[src/rtl/control_word_sequencer_if.sv]
// Sequencer bus: run/load commands, datapath status and the issued control word.
interface control_word_sequencer_if #(
    parameter int REG_AW = 3,
    parameter int FS_W   = 4,
    parameter int DEPTH  = 8
);
    localparam int PC_W = (DEPTH > 1) ? $clog2(DEPTH) : 1;
    localparam int CW_W = 3*REG_AW + FS_W + 8 + PC_W;

    logic              Start;
    logic              Stop;
    logic              LoadEn;
    logic [PC_W-1:0]   LoadAddr;
    logic [CW_W-1:0]   LoadData;
    logic              Zero;
    logic              Negative;
    logic [REG_AW-1:0] DataReg_A;
    logic [REG_AW-1:0] AddressReg_A;
    logic [REG_AW-1:0] AddressReg_B;
    logic [FS_W-1:0]   FunctionSelect;
    logic              MemoryBus;
    logic              MemoryData;
    logic              ReadWrite;
    logic              MemoryWrite;
    logic [PC_W-1:0]   ProgramCounter;
    logic              Busy;
    logic              Halted;
    logic              LoadErr;

    modport master (
        output Start, Stop, LoadEn, LoadAddr, LoadData, Zero, Negative,
        input  DataReg_A, AddressReg_A, AddressReg_B, FunctionSelect, MemoryBus,
               MemoryData, ReadWrite, MemoryWrite, ProgramCounter, Busy, Halted, LoadErr
    );

    modport slave (
        input  Start, Stop, LoadEn, LoadAddr, LoadData, Zero, Negative,
        output DataReg_A, AddressReg_A, AddressReg_B, FunctionSelect, MemoryBus,
               MemoryData, ReadWrite, MemoryWrite, ProgramCounter, Busy, Halted, LoadErr
    );
endinterface

[src/rtl/control_word_sequencer.sv]
// Microcode sequencer: loadable control store, one registered control word per cycle.
// Optional SEQ_SINGLE_STEP_EN adds a Step input gating each issue in RUN.
module control_word_sequencer #(
    parameter int REG_AW = 3,
    parameter int FS_W   = 4,
    parameter int DEPTH  = 8
) (
    input  logic clk,
    input  logic rst_n,
`ifdef SEQ_SINGLE_STEP_EN
    input  logic Step,
`endif
    control_word_sequencer_if.slave bus
);
    localparam int PC_W = (DEPTH > 1) ? $clog2(DEPTH) : 1;

    typedef struct packed {
        logic [REG_AW-1:0] da;
        logic [REG_AW-1:0] aa;
        logic [REG_AW-1:0] ba;
        logic [FS_W-1:0]   fs;
        logic              mb;
        logic              md;
        logic              rw;
        logic              mw;
        logic              pl;
        logic              jb;
        logic              bc;
        logic              hlt;
        logic [PC_W-1:0]   tgt;
    } cwT;

    typedef struct packed {
        logic [REG_AW-1:0] da;
        logic [REG_AW-1:0] aa;
        logic [REG_AW-1:0] ba;
        logic [FS_W-1:0]   fs;
        logic              mb;
        logic              md;
        logic              rw;
        logic              mw;
    } ctlT;

    typedef enum logic [1:0] {stIdle, stRun, stHalted} stateT;

    stateT           state, nextState;
    cwT              store [DEPTH];
    cwT              word;
    ctlT             ctl;
    logic [PC_W-1:0] pc, nextPc, pcOut;
    logic            haltPend, loadErr;
    logic            issue, quiesce, restart, stepOk, branchTaken;

`ifdef SEQ_SINGLE_STEP_EN
    assign stepOk = Step;
`else
    assign stepOk = 1'b1;
`endif

    assign word = store[pc];

    always_comb begin
        branchTaken = word.bc ? bus.Negative : bus.Zero;
        if (word.pl && (word.jb || branchTaken))
            nextPc = word.tgt;
        else if (pc == PC_W'(DEPTH - 1))
            nextPc = '0;
        else
            nextPc = pc + 1'b1;
    end

    // A halting word stays on the outputs for one cycle; the following edge parks the FSM.
    always_comb begin
        nextState = state;
        issue     = 1'b0;
        quiesce   = 1'b0;
        restart   = 1'b0;
        case (state)
            stRun: begin
                if (bus.Stop) begin
                    nextState = stIdle;
                    quiesce   = 1'b1;
                end else if (haltPend) begin
                    nextState = stHalted;
                    quiesce   = 1'b1;
                end else if (stepOk) begin
                    issue = 1'b1;
                end else begin
                    quiesce = 1'b1;
                end
            end
            default: begin
                if (bus.Stop) begin
                    nextState = stIdle;
                end else if (bus.Start) begin
                    nextState = stRun;
                    restart   = 1'b1;
                end
            end
        endcase
    end

    always_ff @(posedge clk) begin
        if (!rst_n) state <= stIdle;
        else        state <= nextState;
    end

    always_ff @(posedge clk) begin
        if (!rst_n) begin
            ctl      <= '0;
            pc       <= '0;
            pcOut    <= '0;
            haltPend <= 1'b0;
            loadErr  <= 1'b0;
        end else begin
            if (issue) begin
                ctl      <= {word.da, word.aa, word.ba, word.fs, word.mb, word.md, word.rw, word.mw};
                pcOut    <= pc;
                pc       <= nextPc;
                haltPend <= word.hlt;
            end else if (quiesce) begin
                ctl.rw <= 1'b0;
                ctl.mw <= 1'b0;
            end
            if (restart) begin
                pc       <= '0;
                haltPend <= 1'b0;
            end
            if (bus.LoadEn && state == stRun)
                loadErr <= 1'b1;
        end
    end

    // Store is deliberately not reset; writes only land outside RUN.
    always_ff @(posedge clk) begin
        if (rst_n && bus.LoadEn && state != stRun && int'(bus.LoadAddr) < DEPTH)
            store[bus.LoadAddr] <= cwT'(bus.LoadData);
    end

    assign bus.DataReg_A      = ctl.da;
    assign bus.AddressReg_A   = ctl.aa;
    assign bus.AddressReg_B   = ctl.ba;
    assign bus.FunctionSelect = ctl.fs;
    assign bus.MemoryBus      = ctl.mb;
    assign bus.MemoryData     = ctl.md;
    assign bus.ReadWrite      = ctl.rw;
    assign bus.MemoryWrite    = ctl.mw;
    assign bus.ProgramCounter = pcOut;
    assign bus.Busy           = (state == stRun);
    assign bus.Halted         = (state == stHalted);
    assign bus.LoadErr        = loadErr;
endmodule

[src/flat_wrapper.sv]
// flat-port wrapper written by rule: the top's interface ports become plain ports
module control_word_sequencer_flat 
#(
    parameter int REG_AW = 3,
    parameter int FS_W   = 4,
    parameter int DEPTH  = 8
)
  (clk, rst_n, bus_Start, bus_Stop, bus_LoadEn, bus_LoadAddr, bus_LoadData, bus_Zero, bus_Negative, bus_DataReg_A, bus_AddressReg_A, bus_AddressReg_B, bus_FunctionSelect, bus_MemoryBus, bus_MemoryData, bus_ReadWrite, bus_MemoryWrite, bus_ProgramCounter, bus_Busy, bus_Halted, bus_LoadErr);
  control_word_sequencer_if #(.REG_AW(REG_AW), .FS_W(FS_W), .DEPTH(DEPTH)) bus_i ();
  input  logic clk;
  input  logic rst_n;
  input wire logic [$bits(bus_i.Start)-1:0] bus_Start;
  input wire logic [$bits(bus_i.Stop)-1:0] bus_Stop;
  input wire logic [$bits(bus_i.LoadEn)-1:0] bus_LoadEn;
  input wire logic [$bits(bus_i.LoadAddr)-1:0] bus_LoadAddr;
  input wire logic [$bits(bus_i.LoadData)-1:0] bus_LoadData;
  input wire logic [$bits(bus_i.Zero)-1:0] bus_Zero;
  input wire logic [$bits(bus_i.Negative)-1:0] bus_Negative;
  output wire logic [$bits(bus_i.DataReg_A)-1:0] bus_DataReg_A;
  output wire logic [$bits(bus_i.AddressReg_A)-1:0] bus_AddressReg_A;
  output wire logic [$bits(bus_i.AddressReg_B)-1:0] bus_AddressReg_B;
  output wire logic [$bits(bus_i.FunctionSelect)-1:0] bus_FunctionSelect;
  output wire logic [$bits(bus_i.MemoryBus)-1:0] bus_MemoryBus;
  output wire logic [$bits(bus_i.MemoryData)-1:0] bus_MemoryData;
  output wire logic [$bits(bus_i.ReadWrite)-1:0] bus_ReadWrite;
  output wire logic [$bits(bus_i.MemoryWrite)-1:0] bus_MemoryWrite;
  output wire logic [$bits(bus_i.ProgramCounter)-1:0] bus_ProgramCounter;
  output wire logic [$bits(bus_i.Busy)-1:0] bus_Busy;
  output wire logic [$bits(bus_i.Halted)-1:0] bus_Halted;
  output wire logic [$bits(bus_i.LoadErr)-1:0] bus_LoadErr;
  assign bus_i.Start = bus_Start;
  assign bus_i.Stop = bus_Stop;
  assign bus_i.LoadEn = bus_LoadEn;
  assign bus_i.LoadAddr = bus_LoadAddr;
  assign bus_i.LoadData = bus_LoadData;
  assign bus_i.Zero = bus_Zero;
  assign bus_i.Negative = bus_Negative;
  assign bus_DataReg_A = bus_i.DataReg_A;
  assign bus_AddressReg_A = bus_i.AddressReg_A;
  assign bus_AddressReg_B = bus_i.AddressReg_B;
  assign bus_FunctionSelect = bus_i.FunctionSelect;
  assign bus_MemoryBus = bus_i.MemoryBus;
  assign bus_MemoryData = bus_i.MemoryData;
  assign bus_ReadWrite = bus_i.ReadWrite;
  assign bus_MemoryWrite = bus_i.MemoryWrite;
  assign bus_ProgramCounter = bus_i.ProgramCounter;
  assign bus_Busy = bus_i.Busy;
  assign bus_Halted = bus_i.Halted;
  assign bus_LoadErr = bus_i.LoadErr;
  control_word_sequencer #(.REG_AW(REG_AW), .FS_W(FS_W), .DEPTH(DEPTH)) u_core (.clk(clk), .rst_n(rst_n), .bus(bus_i));
endmodule
[config.mk]
export PLATFORM = sky130hd
export DESIGN_NAME = control_word_sequencer_flat
export DESIGN_NICKNAME = d
export VERILOG_FILES = /design/src/rtl/control_word_sequencer_if.sv /design/src/rtl/control_word_sequencer.sv /design/src/flat_wrapper.sv
export SDC_FILE = /design/constraint.sdc
export NUM_CORES = 1
export LEC_CHECK = 0
export BUFFER_PORTS_ARGS = -buffer_cell sky130_fd_sc_hd__buf_2
export CAP_MARGIN = 20
export CORE_MARGIN = 2
export CORE_UTILIZATION = 39
export CTS_CLUSTER_DIAMETER = 40
export DETAILED_ROUTE_END_ITERATION = 6
export PLACE_DENSITY_LB_ADDON = 0.3
export SLEW_MARGIN = 15
export SYNTH_ARGS = -nofsm -noshare
export SYNTH_HDL_FRONTEND = slang
export SYNTH_SLANG_ARGS = --single-unit
[constraint.sdc]
create_clock -name clk -period 3.5 [get_ports clk]
set_input_delay 0.175 -clock clk [delete_from_list [all_inputs] [get_ports clk]]
set_output_delay 0.175 -clock clk [all_outputs]
set_load 0.05 [all_outputs]
* Word level (Yosys, flattened, before mapping) *
Memory sizes are Yosys's and may differ from the RTL's. A register that Yosys moved wholly into a read port is not among the register bits.
Index checks and enable logic that the tools add are counted.

operators by class
  add/sub/neg operators = 1
  multiply operators = 0
  div/mod/pow operators = 0
  order comparisons = 0
  equal/unequal tests = 5
  shifts and indexed selects = 0
  multiplexer cells = 23
  bitwise gates (word level) = 1
  reduce and logical (&&, ||, !) cells = 9

operators with widths
  cell                 count
  $mux 2               7
  $mux 1               12
  $mux 3               4
  $logic_and 1x1->1    4
  $add 3x1->3 const B  1
  $eq 3x3->1 const B   1
  $ne 3x2->1 const B   1
  $reduce_bool 3->1    1
  $eq 2x1->1 const B   1
  $eq 2x2->1 const B   1
  $ne 2x1->1 const B   1
  $reduce_and 2->1     1
  $reduce_bool 2->1    1
  $reduce_or 2->1      1
  $logic_or 1x1->1     1
  $not 1->1            1

storage, ports and cells
  bits in registers = 27
  latch bits = 0
  bits in writable memories = 192
  bits in read-only memories = 0
  input bits = 34
  output and inout port bits = 23
  logic and storage cells = 53
  memories kept = 1

memory list
  memory        words  bits a word  read ports  clocked after Yosys merged registers in  write ports  RTL line                      RTL
  u_core.store  8      24           1           1                                        1            control_word_sequencer.sv:47  cwT store [DEPTH];

* Logic depth before layout (Yosys ltp) *
Gate-level depths: netlist of the first run.

  depth in word-level cells = 6
  mapped depth = 8
  depth with buffers taken out = 6

* Worst setup path before layout of the first run *
OpenSTA, ideal clock, no wires.

  path kind = register to register
  start = reg u_core.state[1]
  end = mem u_core.store[0][0] (netlist name), enable pin
  setup time = 0.435 ns
  arrival time = 2.561 ns
  data required time = 3.065 ns
  setup slack = 0.504 ns
  cell stages (with the launch flop) = 5
  buffers on the path = 1
  period minus slack after synthesis = 2.996 ns
  path through = dfxtp_1 > nand2b_1 > clkbuf_1 > nand4b_1 > nor3_1

on the way
  longest elaborated chain between the ends = 4

RTL lines
  what                          RTL line                       RTL
  start, declared               control_word_sequencer.sv:46   stateT state, nextState;
  start signal, assigned        control_word_sequencer.sv:104  if (!rst_n) state <= stIdle;
  start signal, assigned        control_word_sequencer.sv:105  else state <= nextState;
  $ne 2x1->1                    control_word_sequencer.sv:136  if (rst_n && bus.LoadEn && state != stRun && int'(bus.LoadAddr) < DEPTH)
  $logic_and 1x1->1             control_word_sequencer.sv:136
  $mux 1                        control_word_sequencer.sv:136
  $mux 1 (implied by the code)  control_word_sequencer.sv:137  store[bus.LoadAddr] <= cwT'(bus.LoadData);
  end, declared                 control_word_sequencer.sv:47

No other way between the ends.

* Worst setup path in the final report of the first run *
  start = reg u_core.state[1]
  end = mem u_core.store[1][7] (netlist name), enable pin

Same word-level chain as after synthesis.

==> summary.txt, run 1 <==
Power and ir drop
  • Switching share of power: between 20% and 30%
  • Sequential Power Share: ~47%
  • Pwr Total: between 0.006 and 0.007 W
  • P per Cell Area: approximately 600 nW/um2
  • NetSw: about 0.0013 W
  • Pleak: 3.60 nW
  • VDD IR-drop max: 421 uV
  • Internal power: ~0.005 W
  • Combinational power share: under 10%
  • Clock power share: 48.9%

Yosys
  • Async SR Flop Fraction: 0%
  • Mean Syn Cell Area: slightly above 20 um2
  • Post-synth EDFFs: ~190
  • Netlist cell types: 38
  • Syn nets: about 460
  • Seq cells post-synth: approximately 220
  • Synth Instances: 419
  • Synth Flop Type: edfxtp_1
  • Synth Cell Area: approximately 8400 um2
  • Synth Warn #: 0
  • Seq/Total Area, Yosys: between 70 and 80%

Global route
  • Total gr overflow: 0
  • All-Layer GR Usage: around 16%
  • First-pass GRT wire length: between 20 and 30 mm
  • Largest net degree at the start of global routing: 41
  • Antenna violations before repair: 0
  • Vias in the first global route: 4563

Worst setup path
  • Worst reg2reg setup slack: around 1.3 ns
  • Critical path required time: approximately 3.7 ns
  • Worst setup startpoint: u_core.state[1]$_SDFFE_PN0P_
  • Crit path to: u_core.store[1][7]$_DFFE_PP_
  • CP startpoint kind: flop
  • Crit Path Class: reg2reg
  • Worst path arrival time: 2.47 ns
  • Reg-to-reg critical path endpoint: u_core.store[1][7]$_DFFE_PP_
  • Type of element capturing the critical path: flop
  • R2R depth: 4
  • Critical path peak fanout: 19
  • Reg-to-Reg Start: u_core.state[1]$_SDFFE_PN0P_

Placed design
  • PortBufs: 56
  • Dpl cells: 742
  • Post-DP HPWL: 10.2 mm
  • GPL Wtd Cong: 0.736
  • Dpl cell area: approximately 9000 um2

Timing
  • Hold_ws: around 0.030 ns
  • # setup viols final: 0
  • Slew Limit Fails: 0
  • Fmax: approximately 0.45 GHz
  • Worst-margin pin slew: 0.705 ns
  • Max-slew headroom: between 50% and 60%
  • Setup TNS: 0 ns
  • Period utilization: approximately 64%
  • Period minus WS final: about 2.2 ns
  • Final hold vios: 0
  • Unrepaired setup endpoints after global routing: no
  • Final clock skew: between 0.01 and 0.015 ns

Die
  • CORE AREA: approximately 21000 um2
  • I/O pin count: 57
  • Die height: 151 um
  • Initial Util: 39.9%
  • Chip Width: about 150 um
  • Row count: between 50 and 60
  • Full die area: around 23000 um2

Clock network
  • Clk_lat worst skew: between 0.5 and 0.6 ns
  • Total CTS buffers: 31
  • CTS tree: done
  • CTS Buffer Depth: 3
  • CTS clock-pin slew for the worst setup and hold paths: approximately 0.050 ns
  • Clock root buffer master: clkbuf_16
  • Clock Sink Count: 222
  • Htree depth: 1
  • Postcts setup bufs: 0

Cells and area
  • Final instance area: about 10000 um2
  • Share of layout cells above drive strength 1: roughly a third
  • Area grow syn2layout: 23.2%
  • Non-Filler Instances: between 800 and 900
  • # fillers: about 1.7k
  • Final #Nets: 562
  • Ant. Diodes: 0

Route
  • DR WL met3: between 800 and 900 um
  • First-pass detailed-route iteration total: 4
  • Max Used Layer: met4
  • Vias: ~4.3k
  • Final wirelength: approximately 17 mm
  • Iter 0 DRT Violations: approximately 260
  • Drt drc: 0
  • ANT nets after route: 0
  • DR vias/cell: 5.15
  • Wire per inst: 20.7 um
  • WL met2: around 8.4 mm
  • WL met1: 7.47 mm

Run status
  • Status: finished clean

Hold path
  • HP Class: in2reg
  • Hold wc startpoint: bus_Stop

Run
  • Number of max-cap violations: 0
[cells by family (layout without fill, tap and decap cells)]
| family | Yosys count | count (layout) | synth area share, % |
|---|---|---|---|
| AOI/OAI and AO/OA | 31 | 31 | 3.39 |
| muxes | 75 | 75 | 15.4 |
| DFF | 222 | 222 | 75.4 |
| buffers and inverters | 23 | 154 | 1.59 |
| and+or+nand+nor | 66 | 66 | 3.93 |
| adders and majority gates | 2 | 2 | 0.296 |
[worst min-delay path by stage]
stage                                   end  slack (ns)  depth (start not counted)
2_1_floorplan  u_core.store[0][0]$_DFFE_PP_        0.27                          0
5_1_grt        u_core.haltPend$_SDFFE_PP0P_        0.03                          4
6_report       u_core.state[1]$_SDFFE_PN0P_        0.03                          3
3_3_place_gp   u_core.store[2][3]$_DFFE_PP_        0.44                          1
3_5_place_dp   u_core.store[6][5]$_DFFE_PP_        0.46                          1
4_1_cts        u_core.haltPend$_SDFFE_PP0P_       0.009                          4
[placed cells by master, fill, tap and decap left out, types with 5 or more instances in the layout]
cell type / n
buf_2: 56
buf_4: 11
clkbuf_16: 31
clkinv_2: 5
dfxtp_1: 28
dlygate4sd3_1: 26
edfxtp_1: 192
mux2i_1: 30
mux4_2: 44
nand2_1: 28
nand2b_1: 5
nor2_2: 6
nor2b_1: 5
o211a_1: 16
[repair_timing]
item	4_1_cts	5_1_grt
resized for setup	0	0
endpoints found under the hold margin	195	0
hold buffers	26	0
[per-layer routing]
metal  GRT usage, %  vias up
li1               -     1922
met2           26.2      104
met3           2.86       29
met5              0        -
met1           21.0     2195
met4           5.05        0
[through the flow]
| step | worst slack [ns] | utilization [%] |
|---|---|---|
| after floorplan | 0.504 | - |
| after global placement | 1.27 | 43.1 |
| after detailed placement | 1.23 | 43.1 |
| after CTS | 1.22 | 49.2 |
| after global routing | 1.07 | 49.2 |
| final | 1.27 | 49.2 |
[worst max-delay path, stage by stage (launching register included)]
cell      delay, ns
dfxtp_1        0.35
nand2b_1       0.37
nand4_1        0.31
nor3_2         0.61
buf_12         0.27
[registers in the layout, summed over array words and instances (netlist names), 2 cells and up, named ones only]
name	count
u_core.bus.FunctionSelect	4
u_core.pc	3
u_core.bus.DataReg_A	3
u_core.bus.AddressReg_B	3
u_core.state	2
u_core.bus.AddressReg_A	3
u_core.store	192
u_core.bus.ProgramCounter	3
[Yosys cell counts (2+ instances only)]
cell type / n / share of area, %
mux2i_1: 30 / 3.6
a21oi_1: 2 / 0.12
a21boi_0: 3 / 0.27
clkbuf_1: 8 / 0.36
dfxtp_1: 30 / 7.1
nand4_1: 2 / 0.15
o211a_1: 16 / 1.9
and2_1: 2 / 0.15
o21ai_0: 2 / 0.12
buf_4: 6 / 0.53
a31oi_1: 2 / 0.15
nand2_1: 28 / 1.2
buf_2: 5 / 0.30
ha_1: 2 / 0.30
nand2b_1: 5 / 0.37
edfxtp_1: 192 / 68
nand3b_1: 3 / 0.27
mux4_2: 44 / 12
buf_6: 2 / 0.27
nor2_1: 10 / 0.44
nor3_1: 3 / 0.18
nor2b_1: 5 / 0.37
a211oi_1: 2 / 0.18
[final cells by class]
type                       count  area (um2)  share of cell area (%)
timing repair buffer          96         683                    6.57
clock buffer                  35         791                    7.60
sequential                   222        6370                    61.2
inverter                       1        3.75                  0.0361
tap                          275         344                    3.31
multi-input combinational    174        1980                    19.0
clock inverter                22         236                    2.27
[power groups by stage]
stage / clock [W] / combinational [W] / sequential, W
2_1_floorplan: 0 / 0.000105 / 0.00301
3_3_place_gp: 0 / 0.000216 / 0.00298
3_5_place_dp: 0 / 0.000221 / 0.00298
4_1_cts: 0.00309 / 0.000244 / 0.00293
5_1_grt: 0.00321 / 0.000262 / 0.00293
6_report: 0.00303 / 0.000239 / 0.00293
(Power assumes the default switching activity.)
==> run 2, diff against run 1 <==
clock period = 2.1 ns   (was 3.5 ns; I/O delays follow)
==> summary.txt, run 2 (synthesis gave the netlist of run 1 again) <==
Worst setup path
  • Buffer and inverter count on the worst path: 0 (-1)
  • Worst path arrival time: 2.36 ns (-0.11 ns)
  • CP cell instances: mux4_2 -> nor2b_4 -> a32oi_4 -> a2111oi_0 -> nor4_1
  • Crit Path Class: reg2reg
  • Critical path peak fanout: 7 (-12)
  • Slowest CP cell: mux4_2
  • Type of element capturing the critical path: flop
  • Max incr delay on CP: 0.51 ns (-0.10 ns)
  • CP startpoint kind: flop
  • Worst reg2reg setup slack: 0.14 ns (-1.13 ns)
  • Critical path required time: 2.50 ns (-1.24 ns)
  • Family with the most delay on the worst path: multiplexers

Die
  • Row count: 53 (unchanged)
  • Full die area: 22800 um2 (unchanged)
  • Chip Width: 151 um (unchanged)
  • I/O pin count: 57 (unchanged)
  • Die height: 151 um (unchanged)
  • Initial Util: 39.9% (unchanged)
  • CORE AREA: 21200 um2 (unchanged)

Global route
  • Met3 capacity usage during global routing: 2.53% (-0.33 points)
  • Met1 Usage GRT: 21.1% (+0.15 points)
  • Met2 GRT Util: 25.0% (-1.2 points)
  • Largest net degree at the start of global routing: 45 (+9.8%)
  • Vias in the first global route: 4514 (-1.1%)
  • Peak-usage layer in the global routing report: met2
  • First-pass GRT wire length: 26.0 mm (-2.2%)
  • All-Layer GR Usage: 15.3% (-0.40 points)
  • Total gr overflow: 0 (unchanged)
  • Antenna violations before repair: 0 (unchanged)

Power and ir drop
  • Sequential Power Share: 49.6% (+2.4 points)
  • Clock power share: 46.0% (-2.9 points)
  • Switching share of power: 21.4% (+0.15 points)
  • Combinational power share: 4.3% (+0.4 points)
  • P per Cell Area: 935 nW/um2 (+57%)
  • Pleak: 3.61 nW (+0.29%)
  • Internal power: 0.00772 W (+58%)
  • NetSw: 0.00210 W (+60%)
  • VDD IR-drop max: 611 uV (+45%)

Cells and area
  • Max reg flops: 192 (unchanged)
  • Ant. Diodes: 0 (unchanged)
  • Commonest cells after routing, fill and taps aside: edfxtp_1, buf_2, mux4_2, mux2i_1
  • Non-Filler Instances: 828 (+0.36%)
  • Area grow syn2layout: 24.4%
  • Largest Register: u_core.store
  • Final #Nets: 567 (+0.89%)
  • Commonest non-fill, non-tap cell in the layout: edfxtp_1
  • Share of layout cells above drive strength 1: 32.5% (-0.36 points)

Placed design
  • GPL Wtd Cong: 0.757 (+2.8%)
  • Post-DP HPWL: 9.29 mm (-8.9%)
  • PortBufs: 56 (unchanged)
  • Dpl cells: 747 (+0.67%)

Clock network
  • Clock Sink Count: 222 (unchanged)
  • Total CTS buffers: 28 (-9.7%)
  • Htree depth: 1 (unchanged)
  • CTS tree: done
  • CTS clock-pin slew for the worst setup and hold paths: 0.06 ns (about the same)
  • CTS Buffer Depth: 3 (unchanged)
  • Clock root buffer master: clkbuf_16
  • Clk_lat worst skew: 0.52 ns (-0.02 ns)

Timing
  • Final clock skew: 0.00865 ns (-0.00291 ns)
  • Unrepaired setup endpoints after global routing: no
  • Fmax: 0.511 GHz (+14%)
  • Slew Limit Fails: 0 (unchanged)
  • Hold_ws: 0.180 ns (+0.150 ns)
  • Max-slew headroom: 72.3% (+19 points)
  • Setup TNS: 0 ns (unchanged)
  • # setup viols final: 0 (unchanged)
  • Period minus WS final: 1.96 ns (-0.273 ns)
  • Final hold vios: 0 (unchanged)
  • Worst-margin pin slew: 0.406 ns (-0.300 ns)
  • Period utilization: 93.2% (+29 points)

Route
  • Iter 0 DRT Violations: 199 (-23%)
  • First-pass detailed-route iteration total: 5 (+1)
  • Drt drc: 0 (unchanged)
  • DR vias/cell: 5.16 (+0.20%)
  • Final wirelength: 16.9 mm (-0.69%)
  • ANT nets after route: 0 (unchanged)
  • Wire per inst: 20.5 um (-1.1%)
  • Vias: 4274 (+0.56%)

Run status
  • Status: finished clean

Hold path
  • HP Class: in2reg

Run
  • Number of max-cap violations: 0 (unchanged)
-- run 2: worst paths after layout --
check / startpoint / end / depth (start not counted)
setup / recovery: flop / flop / 5
hold / removal: bus_Negative / flop / 6
setup reg to reg: flop / flop / 5
hold reg to reg: u_core.bus.ProgramCounter[0]$_SDFFE_PN0P_ / u_core.bus.ProgramCounter[0]$_SDFFE_PN0P_ / 2
-- run 2: what timing repair did --
item	in CTS	in global routing
buffers inserted	0	0
gates resized for setup	0	1
endpoints found under the setup margin	0	2
hold buffers	29	0
endpoints found under the hold margin	196	0
-- run 2: power groups by stage --
stage / Clock, W / Sequential, W / Combinational (W)
after floorplan: 0 / 0.00501 / 0.000175
after global placement: 0 / 0.00497 / 0.000377
after detailed placement: 0 / 0.00497 / 0.000389
after CTS: 0.00461 / 0.00488 / 0.000432
after global routing: 0.00479 / 0.00488 / 0.000461
final: 0.00452 / 0.00487 / 0.000426
-- run 2: cell type report --
type | count | area [um2]
fill | 1721 | 10700
sequential | 222 | 6370
multi-input combinational | 174 | 1990
timing repair buffer | 104 | 888
clock buffer | 33 | 741
tap | 275 | 344
clock inverter | 19 | 165
inverter | 1 | 3.75
-- run 2: worst min-delay path, stage by stage --
cell	delay [ns]
buf_2	0.11
mux2i_1	0.07
nand2_1	0.10
a32oi_4	0.08
nand3b_1	0.09
a31oi_1	0.10
-- run 2: metrics by stage --
stage          total power (W)  cell area, um2  util, %  setup WS [ns]
3_3_place_gp           0.00534            9300     44.0          0.173
3_5_place_dp           0.00536            9300     44.0          0.123
4_1_cts                0.00992           10500     49.6          0.105
2_1_floorplan          0.00518            8460        -         -0.264
6_report               0.00982           10500     49.6          0.144
5_1_grt                 0.0101           10500     49.6         0.0166
-- run 2: per-layer routing --
metal / vias up / share of wire (%) / wire [um]
met3: 30 / 6.1 / 1030
met2: 125 / 48 / 8120
li1: 1933 / - / -
met5: - / 0 / 0
met4: 0 / 1.9 / 324
met1: 2186 / 44 / 7470
